$ cat src/rtl/sdram_pkg.sv
// Shared SDRAM tester definitions: address/data geometry, FSM states and the test pattern.
package sdram_pkg;

    localparam int unsigned BANK_W = 2;
    localparam int unsigned ROW_W  = 13;
    localparam int unsigned COL_W  = 9;
    localparam int unsigned ADDR_W = BANK_W + ROW_W + COL_W;
    localparam int unsigned DATA_W = 16;
    localparam int unsigned PAT_W  = 16;

    typedef enum logic [2:0] {
        IDLE    = 3'd0,
        WR_REQ  = 3'd1,
        WR_HOLD = 3'd2,
        RD_REQ  = 3'd3,
        RD_WAIT = 3'd4,
        FIN     = 3'd5
    } state_t;

    // Unseeded pattern word: low address byte followed by its complement.
    function automatic logic [PAT_W-1:0] pattern(input logic [7:0] a);
        return {a, ~a};
    endfunction

endpackage

$ cat src/rtl/sdram_tester.sv
// Write-then-read-back SDRAM memory tester over a client request/ack interface.
module sdram_tester
    import sdram_pkg::*;
#(
    parameter int unsigned ADDR_BITS      = 24,
    parameter int unsigned DATA_WIDTH     = 16,
    parameter int unsigned TEST_WORDS     = 1024,
    parameter int unsigned TIMEOUT_CYCLES = 1000
) (
    input  logic                  clk,
    input  logic                  reset_l,
    input  logic                  start,
    input  logic [DATA_WIDTH-1:0] seed,
    output logic                  busy,
    output logic                  done,
    output logic                  pass,
    output logic [15:0]           err_count,
    output logic [ADDR_BITS-1:0]  first_err_addr,
    output logic                  timeout,
    output logic                  sdram_req,
    input  logic                  sdram_ack,
    output logic [ADDR_BITS-1:0]  sdram_addr,
    output logic                  sdram_rh_wl,
    output logic [DATA_WIDTH-1:0] sdram_data_w,
    input  logic [DATA_WIDTH-1:0] sdram_data_r,
    input  logic                  sdram_data_r_en
);

    localparam int unsigned         TO_W      = $clog2(TIMEOUT_CYCLES + 1);
    localparam logic [TO_W-1:0]     TO_LAST   = TO_W'(TIMEOUT_CYCLES - 1);
    localparam logic [ADDR_BITS-1:0] LAST_ADDR = ADDR_BITS'(TEST_WORDS - 1);

    state_t                 state;
    logic [DATA_WIDTH-1:0]  seed_q;
    logic [1:0]             hold_cnt;
    logic [TO_W-1:0]        to_cnt;

    logic                   last_c;
    logic                   to_hit_c;
    logic [ADDR_BITS-1:0]   next_addr_c;
    logic [DATA_WIDTH-1:0]  pat_cur_c;
    logic [DATA_WIDTH-1:0]  pat_next_c;
    logic [DATA_WIDTH-1:0]  pat_start_c;
    logic                   mismatch_c;
    logic [15:0]            err_inc_c;

    // Address/pattern helpers shared by the write and read phases.
    always_comb begin
        last_c      = (sdram_addr == LAST_ADDR);
        to_hit_c    = (to_cnt == TO_LAST);
        next_addr_c = sdram_addr + ADDR_BITS'(1);
        pat_cur_c   = DATA_WIDTH'(pattern(8'(sdram_addr))) ^ seed_q;
        pat_next_c  = DATA_WIDTH'(pattern(8'(next_addr_c))) ^ seed_q;
        pat_start_c = DATA_WIDTH'(pattern(8'h00)) ^ seed;
        mismatch_c  = (sdram_data_r != pat_cur_c);
        err_inc_c   = (err_count == 16'hFFFF) ? err_count : err_count + 16'd1;
    end

    always_ff @(posedge clk or negedge reset_l) begin
        if (!reset_l) begin
            state          <= IDLE;
            seed_q         <= '0;
            hold_cnt       <= '0;
            to_cnt         <= '0;
            busy           <= 1'b0;
            done           <= 1'b0;
            pass           <= 1'b0;
            err_count      <= '0;
            first_err_addr <= '0;
            timeout        <= 1'b0;
            sdram_req      <= 1'b0;
            sdram_addr     <= '0;
            sdram_rh_wl    <= 1'b0;
            sdram_data_w   <= '0;
        end else begin
            case (state)
                IDLE, FIN: begin
                    if (start) begin
                        state          <= WR_REQ;
                        seed_q         <= seed;
                        hold_cnt       <= '0;
                        to_cnt         <= '0;
                        busy           <= 1'b1;
                        done           <= 1'b0;
                        pass           <= 1'b0;
                        err_count      <= '0;
                        first_err_addr <= '0;
                        timeout        <= 1'b0;
                        sdram_req      <= 1'b1;
                        sdram_addr     <= '0;
                        sdram_rh_wl    <= 1'b0;
                        sdram_data_w   <= pat_start_c;
                    end
                end

                WR_REQ, RD_REQ: begin
                    if (sdram_ack) begin
                        state     <= (state == WR_REQ) ? WR_HOLD : RD_WAIT;
                        sdram_req <= 1'b0;
                        hold_cnt  <= '0;
                        to_cnt    <= '0;
                    end else if (to_hit_c) begin
                        state     <= FIN;
                        sdram_req <= 1'b0;
                        timeout   <= 1'b1;
                        busy      <= 1'b0;
                        done      <= 1'b1;
                        pass      <= 1'b0;
                    end else begin
                        to_cnt <= to_cnt + TO_W'(1);
                    end
                end

                // Address and write data stay put for four cycles after the ack.
                WR_HOLD: begin
                    if (hold_cnt == 2'd3) begin
                        state     <= last_c ? RD_REQ : WR_REQ;
                        sdram_req <= 1'b1;
                        to_cnt    <= '0;
                        if (last_c) begin
                            sdram_addr  <= '0;
                            sdram_rh_wl <= 1'b1;
                        end else begin
                            sdram_addr   <= next_addr_c;
                            sdram_data_w <= pat_next_c;
                        end
                    end else begin
                        hold_cnt <= hold_cnt + 2'd1;
                    end
                end

                RD_WAIT: begin
                    if (sdram_data_r_en) begin
                        to_cnt <= '0;
                        if (mismatch_c) begin
                            err_count <= err_inc_c;
                            if (err_count == 16'd0) first_err_addr <= sdram_addr;
                        end
                        if (last_c) begin
                            state <= FIN;
                            busy  <= 1'b0;
                            done  <= 1'b1;
                            pass  <= !mismatch_c && (err_count == 16'd0) && !timeout;
                        end else begin
                            state      <= RD_REQ;
                            sdram_req  <= 1'b1;
                            sdram_addr <= next_addr_c;
                        end
                    end else if (to_hit_c) begin
                        state   <= FIN;
                        timeout <= 1'b1;
                        busy    <= 1'b0;
                        done    <= 1'b1;
                        pass    <= 1'b0;
                    end else begin
                        to_cnt <= to_cnt + TO_W'(1);
                    end
                end

                default: begin
                    state     <= IDLE;
                    sdram_req <= 1'b0;
                    busy      <= 1'b0;
                end
            endcase
        end
    end

endmodule

$ cat config.mk
export PLATFORM = sky130hd
export DESIGN_NAME = sdram_tester
export DESIGN_NICKNAME = d
export VERILOG_FILES = /design/src/rtl/sdram_pkg.sv /design/src/rtl/sdram_tester.sv
export SDC_FILE = /design/constraint.sdc
export NUM_CORES = 1
export LEC_CHECK = 0
export ABC_AREA = 1
export CAP_MARGIN = 20
export CORE_MARGIN = 2
export CORE_UTILIZATION = 54
export CTS_CLUSTER_DIAMETER = 80
export CTS_CLUSTER_SIZE = 8
export DETAILED_ROUTE_END_ITERATION = 6
export GPL_TIMING_DRIVEN = 1
export PLACE_DENSITY = 0.87
export SYNTH_ARGS = -nofsm -noshare
export SYNTH_HDL_FRONTEND = slang
export SYNTH_SLANG_ARGS = --single-unit
$ cat constraint.sdc
create_clock -name clk -period 2.3 [get_ports clk]
set_input_delay 0.46 -clock clk [delete_from_list [all_inputs] [get_ports clk]]
set_output_delay 0.46 -clock clk [all_outputs]
set_load 0.05 [all_outputs]
==> results of run 1 <==
layout make-up:
class	instances	area [um^2]
clock buffer	23	478
clock inverter	9	173
fill	1043	3690
inverter	121	454
multi-input combinational	787	3730
sequential	117	2930
tap	176	220
timing repair buffer	154	1520
cells in the mapped netlist, types with 2 or more instances:
cell,count
sky130_fd_sc_hd__nand2_1,357
sky130_fd_sc_hd__dfrtp_1,117
sky130_fd_sc_hd__inv_1,116
sky130_fd_sc_hd__nor2_1,105
sky130_fd_sc_hd__nand3_1,104
sky130_fd_sc_hd__o21ai_0,69
sky130_fd_sc_hd__nor3_1,27
sky130_fd_sc_hd__xor2_1,24
sky130_fd_sc_hd__a21oi_1,21
sky130_fd_sc_hd__clkbuf_1,18
sky130_fd_sc_hd__nand4_1,12
sky130_fd_sc_hd__o21ai_1,10
sky130_fd_sc_hd__o211ai_1,9
sky130_fd_sc_hd__buf_4,7
sky130_fd_sc_hd__ha_1,5
sky130_fd_sc_hd__nand2_2,5
sky130_fd_sc_hd__nand3b_1,5
sky130_fd_sc_hd__buf_6,4
sky130_fd_sc_hd__inv_2,4
sky130_fd_sc_hd__buf_2,3
sky130_fd_sc_hd__nand3_4,3
sky130_fd_sc_hd__nor2_4,3
sky130_fd_sc_hd__nor3b_1,3
sky130_fd_sc_hd__o22ai_1,3
sky130_fd_sc_hd__xnor2_1,3
sky130_fd_sc_hd__a31oi_1,2
sky130_fd_sc_hd__nand3_2,2
sky130_fd_sc_hd__nor2_2,2
sky130_fd_sc_hd__nor2_8,2
sky130_fd_sc_hd__o31ai_1,2
state kept, by name, summed over array words and instances (netlist names):
register,flops
first_err_addr,24
sdram_addr,24
err_count,16
sdram_data_w,16
seed_q,16
to_cnt,10
state,3
hold_cnt,2
busy,1
done,1
pass,1
sdram_req,1
sdram_rh_wl,1
timeout,1
per-layer routing:
layer	track usage	vias up	routed length (um)
met5	0	-	0
met4	0.130	0	488
met3	0.0722	43	1660
met2	0.471	337	9810
met1	0.396	3493	8760
li1	-	3666	-
stage by stage:
stage / hold WS [ns] / std cells / setup TNS, ns
finish: 0.00793 / 1387 / 0
global route: 0.0605 / 1387 / 0
CTS: 0.0224 / 1383 / 0
detailed placement: 0.470 / 1351 / -1.81
global placement: 0.462 / 1351 / -0.803
floorplan: 0.164 / 1058 / 0
placed cells by master, fill, tap and decap left out, types with 2 or more instances in the layout:
cell type,count
sky130_fd_sc_hd__xnor2_1,3
sky130_fd_sc_hd__nand2_1,357
sky130_fd_sc_hd__a21oi_1,21
sky130_fd_sc_hd__dfrtp_1,116
sky130_fd_sc_hd__nand3_2,2
sky130_fd_sc_hd__buf_12,5
sky130_fd_sc_hd__o211ai_1,9
sky130_fd_sc_hd__nor2_2,4
sky130_fd_sc_hd__nor2_4,3
sky130_fd_sc_hd__xor2_1,24
sky130_fd_sc_hd__o22ai_1,3
sky130_fd_sc_hd__clkbuf_1,3
sky130_fd_sc_hd__nand2_2,4
sky130_fd_sc_hd__o31ai_1,2
sky130_fd_sc_hd__nand3b_1,5
sky130_fd_sc_hd__o21ai_1,10
sky130_fd_sc_hd__o21ai_0,69
sky130_fd_sc_hd__clkbuf_16,17
sky130_fd_sc_hd__bufinv_16,5
sky130_fd_sc_hd__inv_2,4
sky130_fd_sc_hd__nor3b_1,3
sky130_fd_sc_hd__ha_1,5
sky130_fd_sc_hd__nand3_1,104
sky130_fd_sc_hd__nor2_1,103
sky130_fd_sc_hd__nor2_8,2
sky130_fd_sc_hd__nor3_1,26
sky130_fd_sc_hd__a31oi_1,2
sky130_fd_sc_hd__buf_4,29
sky130_fd_sc_hd__inv_1,116
sky130_fd_sc_hd__nand4_1,12
sky130_fd_sc_hd__clkinv_2,3
sky130_fd_sc_hd__nand2_4,2
sky130_fd_sc_hd__nand3_4,3
sky130_fd_sc_hd__clkdlybuf4s50_1,119
sky130_fd_sc_hd__clkbuf_8,3
where the power goes:
group          internal [mW]  leakage [nW]  switching [mW]
registers               2.47          1.56           0.274
clock network           2.00         0.317           0.948
logic                   1.37          2.70            3.07
total                   5.84          4.58            4.29
final timing paths:
kind / end / slack, ns / from / depth (start not counted)
min in group clk: sdram_req / 0.49 / sdram_req / 1
max in group asynchronous: sdram_addr[1] / 1.63 / reset_l / 2
max reg2reg: err_count[14] / 0.06 / state[2] / 11
min: to_cnt[6] / 0.008 / reset_l / 1
min reg2reg: sdram_req / 0.49 / sdram_req / 1
max: sdram_addr[9] / 0.04 / sdram_addr[9] / 1
cells by family after synthesis:
| group | count (synthesis) |
|---|---|
| DFF | 117 |
| AOI/OAI and AO/OA | 120 |
| xor gates and xnor gates | 27 |
| buffers and inverters | 154 |
| muxes | 1 |
| adders and majority gates | 5 |
| and+or+nand+nor | 634 |
timing repair:
item	in CTS	in global routing
gates resized for setup	0	5
setup buffers	0	4
setup endpoints to repair	0	29
==> run metrics, run 1 <==
status finished, final reports clean; Placeable Area about 13000 um^2; Core Util, Final 0.720; crit-path max cell delay roughly 0.86 ns; endpoint kind of the worst setup timing path primary output; final design instance area without fill 9500 um^2; worst path buffer plus inverter count 1; number of nets in the layout approximately 1200; reported leakage power 4.58 nW; post-synthesis instance area between 7000 and 8000 um^2; data arrival time of the critical path approximately 1.8 ns; Layout Skew between 0.007 and 0.008 ns; Period minus WS final roughly 2.3 ns; power density over the cells between 1000 and 1500 nW/um^2; overall die area approximately 14000 um^2; level count of the clock H-tree 4; main combinational cell family by area after synthesis simple AND/OR/NAND/NOR gates; ys async rst share 1.00; number of enable-type register cells in the synthesized netlist 0; pin slew with the least headroom to its limit 0.560 ns; area share of and/or/nand/nor cells after synthesis 0.379; xor/xnor share of the synthesized area 0.0325; routed via count divided by cell count about 5.4; post-synthesis register bit count approximately 120; clock tree from TritonCTS done; Final setup violation count 0; share of synthesized area occupied by flip-flops and latches 0.402; library cells used by synthesis 41; number of global-route vias before repair between 7000 and 8000; Synth top area share 0.402; largest fanout on the critical path 7; Mapped Nets 1100; path type of the worst min-delay path input pin to asynchronous set/reset pin; detailed-route wire length about 21000 um; total global routing track utilization 0.300; clock sink count approximately 120; share of synthesized area spent on multiplexers 0.00138; share of the clock period used by the worst path 0.983; Max VDD drop around 0.77 mV; Worst Path Required around 1.8 ns; global placer's final weighted congestion roughly 0.96; setup repair after global routing missed its margin false; post-DP HPWL around 15000 um; Pre-antenna DRT Iters 5; Post-Place Setup Slack -0.0919 ns; share of layout cells above drive strength 1 0.0743; dpl cell area approximately 8800 um^2; cell family contributing the most delay on the critical path buffers and inverters; clock-pin slew on the worst setup and hold paths 0.06 ns; die width roughly 120 um; Final Worst Setup Slack 0.0396 ns; overall power after layout about 10 mW; antenna violations before repair 0; detailed-route DRC error count 0; post-synthesis compound-gate area fraction 0.0889; synthesized area per cell around 6.9 um^2; Max stage delay cell, worst path sky130_fd_sc_hd__clkdlybuf4s50_1; number of DRC violations after detailed-routing iteration 0 799; count of standard-cell rows 42; number of buffers inserted for hold repair after clock tree synthesis 0; clock buffer count from CTS 17; Inserted Diodes 0; critical path start-end classification flip-flop to primary output; WL/cell 14.9 um; total of buffers placed on input and output ports about 120; CTS Root Buffer Type sky130_fd_sc_hd__clkbuf_16; maximum clock frequency 442 MHz; die height 120 um; vias after detailed routing 7539; chain of cells forming the critical path clkdlybuf4s50_1; clock latency reported for the late side of the worst-skew pair roughly 0.43 ns; Final Hold Vio Count 0; cell type contributing the most total cell area after synthesis sky130_fd_sc_hd__dfrtp_1; number of primary I/O pins ~120; cell types with the largest area share after synthesis sky130_fd_sc_hd__dfrtp_1 40%, sky130_fd_sc_hd__nand2_1 18%, sky130_fd_sc_hd__nand3_1 7.2%; CP Launch Type flip-flop; wire length of the first global-routing pass ~35000 um; post-synthesis share of cell area spent on full adders, half adders and majority gates 0.00860; Mapped Cells roughly 1100; pin count of the biggest net entering global routing 48; max-cap check violation count 0; Max transition margin 0.625; gr ovfl total 0; max-slew violation total from the final report 0; antenna violation net count after detailed routing 0; Area growth, synth to finish 30.5%; starting utilization of the core area 0.552; synthesis warning total 0; Clock Path Buffers 2; most common flop cell mapped by yosys sky130_fd_sc_hd__dfrtp_1
(Power assumes the default switching activity.)
==> run 2: changes to the inputs <==
--- a/config.mk
+++ b/config.mk
@@ -6,7 +6,6 @@
 export NUM_CORES = 1
 export LEC_CHECK = 0
 export ABC_AREA = 1
-export CAP_MARGIN = 20
 export CORE_MARGIN = 2
 export CORE_UTILIZATION = 54
 export CTS_CLUSTER_DIAMETER = 80
==> results of run 2 <==
The final DEF is identical to that of run 1; final timing and power are the same.
==> run 3: changes to the inputs <==
--- a/config.mk
+++ b/config.mk
@@ -6,6 +6,7 @@
 export NUM_CORES = 1
 export LEC_CHECK = 0
 export ABC_AREA = 1
+export CAP_MARGIN = 40
 export CORE_MARGIN = 2
 export CORE_UTILIZATION = 54
 export CTS_CLUSTER_DIAMETER = 80
==> results of run 3 <==
The final DEF is identical to that of run 1; final timing and power are the same.
